## src/rtl/fetch_decode_pkg.sv

```systemverilog
// Shared definitions for the fetch/decode front end: opcodes, FSM encoding,
// and instruction field positions used by reg_file wiring and execute.
package fetch_decode_pkg;

  localparam int OPC_W = 4;

  localparam logic [OPC_W-1:0] OPC_HALT = 4'hF;
  localparam logic [OPC_W-1:0] OPC_NOP  = 4'h0;

  // Instruction layout: [15:12] opcode, [11:8] A, [7:4] B, [3:0] C
  localparam int OPC_LSB = 12;
  localparam int A_LSB   = 8;
  localparam int B_LSB   = 4;
  localparam int C_LSB   = 0;

  typedef enum logic [1:0] {
    ST_IDLE  = 2'd0,
    ST_FETCH = 2'd1,
    ST_HALT  = 2'd2
  } fd_state_e;

  function automatic logic is_write_op(input logic [OPC_W-1:0] opc);
    return (opc != OPC_NOP) && (opc != OPC_HALT);
  endfunction

endpackage

```

## src/rtl/fetch_decode.sv

```systemverilog
// Fetch/decode stage: PC, instruction memory addressing, instruction
// register, field decode and the reg_file write strobe.
//
// state | meaning
// IDLE  | waiting for run; no fetch on the edge that leaves IDLE
// FETCH | one action per edge: branch > stall > run drop > capture
// HALT  | HALT word captured; PC/IR frozen until clear
module fetch_decode
  import fetch_decode_pkg::*;
#(
  parameter int PC_W    = 4,
  parameter int INSTR_W = 16,
  parameter int RA_W    = 4
) (
  input  logic               clk,
  input  logic               clear,
  input  logic               run,
  input  logic               stall,
  input  logic               br_valid,
  input  logic [PC_W-1:0]    br_target,
  output logic [PC_W-1:0]    imem_addr,
  input  logic [INSTR_W-1:0] imem_data,
  output logic [PC_W-1:0]    pc,
  output logic               instr_valid,
  output logic [OPC_W-1:0]   opcode,
  output logic [RA_W-1:0]    a_addr,
  output logic [RA_W-1:0]    b_addr,
  output logic [RA_W-1:0]    c_addr,
  output logic               load,
  output logic               halted
);

  fd_state_e          state_q, state_d;
  logic [PC_W-1:0]    pc_q, pc_d;
  logic [INSTR_W-1:0] ir_q, ir_d;
  logic               valid_q, valid_d;

  always_ff @(posedge clk) begin
    if (!clear) begin
      state_q <= ST_IDLE;
      pc_q    <= '0;
      ir_q    <= '0;
      valid_q <= 1'b0;
    end else begin
      state_q <= state_d;
      pc_q    <= pc_d;
      ir_q    <= ir_d;
      valid_q <= valid_d;
    end
  end

  always_comb begin
    state_d = state_q;
    pc_d    = pc_q;
    ir_d    = ir_q;
    valid_d = valid_q;
    unique case (state_q)
      ST_IDLE: begin
        if (run) state_d = ST_FETCH;
      end
      ST_FETCH: begin
        if (br_valid) begin
          pc_d    = br_target;
          valid_d = 1'b0;
        end else if (stall) begin
          // hold everything
        end else if (!run) begin
          valid_d = 1'b0;
          state_d = ST_IDLE;
        end else begin
          ir_d    = imem_data;
          valid_d = 1'b1;
          pc_d    = pc_q + PC_W'(1);
          if (imem_data[OPC_LSB +: OPC_W] == OPC_HALT) state_d = ST_HALT;
        end
      end
      ST_HALT: begin
        // the HALT word is visible as valid for its first cycle only
        valid_d = 1'b0;
      end
      default: state_d = ST_IDLE;
    endcase
  end

  assign imem_addr   = pc_q;
  assign pc          = pc_q;
  assign instr_valid = valid_q;
  assign opcode      = ir_q[OPC_LSB +: OPC_W];
  assign a_addr      = ir_q[A_LSB +: RA_W];
  assign b_addr      = ir_q[B_LSB +: RA_W];
  assign c_addr      = ir_q[C_LSB +: RA_W];
  assign load        = valid_q && is_write_op(opcode);
  assign halted      = (state_q == ST_HALT);

endmodule

```

## config.mk

```make
export PLATFORM = sky130hd
export DESIGN_NAME = fetch_decode
export DESIGN_NICKNAME = d
export VERILOG_FILES = /design/src/rtl/fetch_decode_pkg.sv /design/src/rtl/fetch_decode.sv
export SDC_FILE = /design/constraint.sdc
export NUM_CORES = 1
export LEC_CHECK = 0
export BUFFER_PORTS_ARGS = -buffer_cell sky130_fd_sc_hd__buf_2
export CAP_MARGIN = 0
export CELL_PAD_IN_SITES_DETAIL_PLACEMENT = 1
export CELL_PAD_IN_SITES_GLOBAL_PLACEMENT = 1
export CORE_MARGIN = 5
export CORE_UTILIZATION = 36
export CTS_CLUSTER_SIZE = 28
export DETAILED_ROUTE_END_ITERATION = 8
export PLACE_DENSITY = 0.8
export SYNTH_ARGS = -nofsm -noshare
export SYNTH_HDL_FRONTEND = slang
export SYNTH_SLANG_ARGS = --single-unit
```

## constraint.sdc

```tcl
create_clock -name clk -period 2.1 [get_ports clk]
set_input_delay 0.21 -clock clk [delete_from_list [all_inputs] [get_ports clk]]
set_output_delay 0.21 -clock clk [all_outputs]
set_load 0.05 [all_outputs]
```

---- After elaboration in Yosys (flattened, before gate mapping) ----
Cells that the tools add are included.
word-level totals
  register bits after elaboration ......... 23
  word-level logic and storage cells ...... 41
cells by class
  multiplexer cells ....................... 13
  bitwise logic cells ..................... 3
  reductions and logical operators ........ 10
  add/subtract/negate cells ............... 1
  eq/ne operators ......................... 10
operator list
  cell                                                                      count
  4-bit two-way mux                                                         3
  2-bit two-way mux                                                         5
  2-bit inequality test (second input constant)                             3
  3-bit inequality test (second input constant)                             2
  2-bit case mux with 3 select lines                                        1
  5-bit AND reduction                                                       1
  4-bit by 1-bit adder with 4-bit output (second input constant)            1
  4-bit equality test (second input constant)                               1
  4-bit inequality test (second input constant)                             1
  4-bit AND reduction                                                       1
  2-bit nonzero test                                                        2
  4-bit nonzero test                                                        1
  1-bit two-way mux                                                         3
  1-bit inverter                                                            3
  3-bit AND reduction                                                       1
  2-bit by 1-bit equality test with 1-bit output (second input constant)    1
  2-bit equality test (second input constant)                               1
  1-bit logical AND                                                         2
  2-bit logical NOT                                                         1
  2-bit by 1-bit inequality test with 1-bit output (second input constant)  1
  1-bit case mux with 2 select lines                                        1
  2-bit AND reduction                                                       1

---- Depth between registers and ports, before layout ----
  depth in word-level cells ............... 6
  mapped depth ............................ 4
  depth with buffers taken out ............ 4

---- Least setup slack after synthesis ----
OpenSTA, ideal clock, no wires.
  kind .................................... register to output
  from .................................... reg ir_q[15]
  to ...................................... out load
  cell stages (with the launch flop) ...... 3
  path buffers ............................ 0
  arrival time ............................ 1.447 ns
  data required time ...................... 1.890 ns
  setup slack ............................. 0.443 ns
  path through ............................ dfxtp_1 > nor4_1 > nor2_1
on the way
  cells in the longest elaborated chain, start to end .. 3
RTL lines
  item                                                                line                    source
  start: declaration                                                  fetch_decode.sv:35      logic [INSTR_W-1:0] ir_q, ir_d;
  start signal: assignment                                            fetch_decode.sv:47      ir_q <= ir_d;
  4-bit inequality test / 4-bit nonzero test (equally long branches)  fetch_decode_pkg.sv:23  return (opc != OPC_NOP) && (opc != OPC_HALT);
  1-bit logical AND (*)                                               fetch_decode_pkg.sv:23
  1-bit logical AND (*)                                               fetch_decode.sv:92      assign load = valid_q && is_write_op(opcode);
  end: declaration                                                    fetch_decode.sv:29      output logic load,
Mark *: on every way between the ends. The rest lies on a longest branch, timed or not.

---- Worst setup path after layout ----
  from .................................... reg state_q[1]
  to ...................................... reg state_q[1]
on the way
  cells in the longest elaborated chain, start to end .. 3
RTL lines
  item                                                                          line                source
  start: declaration                                                            fetch_decode.sv:33  fd_state_e state_q, state_d;
  start signal: assignment                                                      fetch_decode.sv:45  state_q <= state_d;
  2-bit by 1-bit equality test with 1-bit output, or another cell as far along  fetch_decode.sv:57  unique case (state_q)
  3-bit inequality test (no line), or another cell as far along                 n/a
  5-bit AND reduction (no line)                                                 n/a
Parallel ways exist; a longest one is shown, timed or not.
A chain may end at the register's enable or synchronous reset.

==> results.yml <==
placed_design:
  pre_cts_ws_ns: 0.544
  io_buffers: 51
  hpwlAfterDp_um: 2290
  place_area_um2: 1420
  dp_cells: 214
  place.gp.congestion: 0.811
worst_setup_path:
  worstPathRequired_ns: 2.36
  path_delay_family: "simple AND/OR/NAND/NOR gates"
  worstSetupStartpoint: "state_q[1]"
  cpPeakStageDelay_ns: 0.37
  path_buf_inv: 1
  setup.worst_path.start_class: "register"
  r2r_start: "state_q[1]"
  cp.arrival_ns: 1.78
  crit_type: "register to register"
  path_cells: "nor4b_4 -> buf_4 -> or3b_1 -> a21oi_1"
  end_kind: "register"
  slowest_stage: "dfxtp_1"
  critPathMaxFanout: 34
synth:
  yosysWarningCount: 0
  synth_ff_type: "dfxtp_1"
  avgSynthCellArea_um2: 8.99
  postSynthNetCount: 157
  netlist_instances: 131
  syn_area_um2: 1180
  synthArstFlopShare_pct: 0
  yosys_register_bits: 23
  seq_area_frac_synth_pct: 39.1
  synth_cell_type_count: 30
  synth_enable_flop_cells: 0
detailed_routing:
  drc_errors: 0
  vias_per_cell: 5.14
  wl_per_cell_um: 14.2
  vias: 1120
  drt-pass1-iter-count: 2
  drt_wl_total_um: 3090
  antenna_left: 0
  drt-initial-drc-count: 61
floorplan:
  dieWidth_um: 67.2
  io_pins: 52
  die_area_um2: 4510
  fp.coreArea_um2: 3100
  start_util_pct: 37.9
  fp-row-count: 20
  fp.dieH_um: 67.2
timing:
  finalHoldViolCount: 0
  worst_pin_slew_ns: 0.482
  fin_worst_skew_ns: 0.0125
  final-max-slew-violation-count: 0
  holdWs_ns: 0.220
  slew_headroom_pct: 67.9
  period_share_pct: 72.7
  rsz0062_at_grt: "no"
  layout_setup_ws_ns: 0.573
  max_freq_ghz: 0.655
  setup_viol: 0
  tns_ns: 0
  period_needed_ns: 1.53
clock_network:
  cts_resized: 0
  clkTransAtPathRegs_ns: 0.13
  clock_path_buffers: 2
  cts_setup_buffers: 0
  cts_buffers: 3
  insertion_delay_ns: 0.31
  root_buffer: "clkbuf_4"
  htree_levels: 1
  cts_tree: "yes"
  cts_num_sinks: 23
  ctsHoldBuffers: 0
global_route:
  grt_pass1_wl_um: 5110
  antenna_found_initial: 0
  globalRouteOverflowTotal: 0
  grt_max_degree: 37
  grt_pass1_vias: 1169
  grt.total_usage_pct: 14.4
pwr:
  powerDensity_nw_per_um2: 563
  p_leak_nw: 0.718
  irDropWorstVdd_mv: 0.236
worst_hold_path:
  hold_class: "input port to register"
  min-delay-start: "imem_data[10]"
finish:
  drive_above_1_share_pct: 35.6
  multi_input_area_um2: 622
  area_growth_pct: 23.2
  n_fill_cell: 410
  antennaDiodeCount: 0
  num-nets-final: 201
  fin_cells: 218
  seq_area_um2: 460
  fin_area_um2: 1450
status:
  status: "complete, no violations"
run:
  drv_cap: 0
==> placed cells by master, fill, tap and decap left out <==
cell type	instances
nor4b_4	1
nand4_1	2
nor4_1	1
a211oi_1	7
buf_4	1
nor2b_1	2
ha_1	1
a31oi_1	1
buf_2	51
o31a_1	1
clkinv_2	1
and3_2	3
or3b_1	1
inv_1	6
and3_1	13
nand2_1	8
nand2b_1	2
o21a_1	16
o21ai_0	3
dfxtp_1	23
nand3_1	1
a22oi_1	1
a21boi_0	16
o221a_2	1
a21oi_1	1
mux2_2	1
nor2_1	3
clkbuf_4	3
o32ai_1	2
a21o_1	1
==> final cells by class <==
class / count / area share, %
clock inverters: 1 / 0.345
flip-flops and latches: 23 / 31.8
multi-input cells: 89 / 42.9
well taps: 44 / 3.80
inverters: 6 / 1.55
repair buffers: 52 / 18.1
clock buffers: 3 / 1.55
==> through the flow <==
step	total power [mW]	util, %
floorplan	0.576	-
global placement	0.617	45.8
detailed placement	0.622	45.8
CTS	0.831	46.7
global route	0.868	46.7
finish	0.817	46.7
==> power by group <==
| group | switching [mW] | leakage [nW] | internal, mW |
|---|---|---|---|
| logic | 0.103 | 0.514 | 0.0502 |
| clock network | 0.135 | 0.0177 | 0.0710 |
| registers | 0.0106 | 0.186 | 0.447 |
==> routing by layer <==
metal / part of all wire (%) / GRT usage, % / wire [um] / vias to the layer above
met2: 49 / 25.8 / 1500 / 34
met5: 0 / 0 / 0 / -
met1: 45 / 17.2 / 1390 / 523
li1: - / - / - / 559
met3: 5.3 / 2.16 / 165 / 4
met4: 1.1 / 5.32 / 35 / 0
==> sequential cells by signal (all words and copies together), names as in the netlist <==
register / count
ir_q: 16
imem_addr: 4
state_q: 2
instr_valid: 1
==> synth_stat cells (all sizes together) (2+ instances only) <==
library cell  instances  area share [%]
o32ai                 2             1.5
clkbuf                7             2.5
and3                 16             8.8
o21a                 16              10
dfxtp                23              39
nand2                 8             2.6
nor2                  3            0.96
buf                   6             3.6
o21ai                 3             1.3
nor2b                 2             1.1
nand2b                2             1.1
a21boi               16              10
a211oi                7             4.5
inv                   6             1.9
nand4                 2             1.1
==> worst reg2reg max path, stage by stage, from the launching register on <==
cell and delay, ns:
dfxtp_1 0.37, nor4b_4 0.27, buf_4 0.31, or3b_1 0.38
a21oi_1 0.14
==> logic make-up after synthesis <==
family          after synthesis  share of synthesized area [%]
compound gates               50                           31.6
flops                        23                           39.1
fa+ha+maj                     1                           1.06
simple gates                 37                           19.2
mux                           1                          0.956
buf+inv                      19                           8.08
==> final timing paths <==
check,cells past startpoint,endpoint,slack [ns]
setup / recovery,4,state_q[1],0.57
hold / removal,3,ir_q[10],0.22
setup reg to reg,4,state_q[1],0.57
hold reg to reg,2,imem_addr[3],0.51
(Power assumes the default switching activity.)
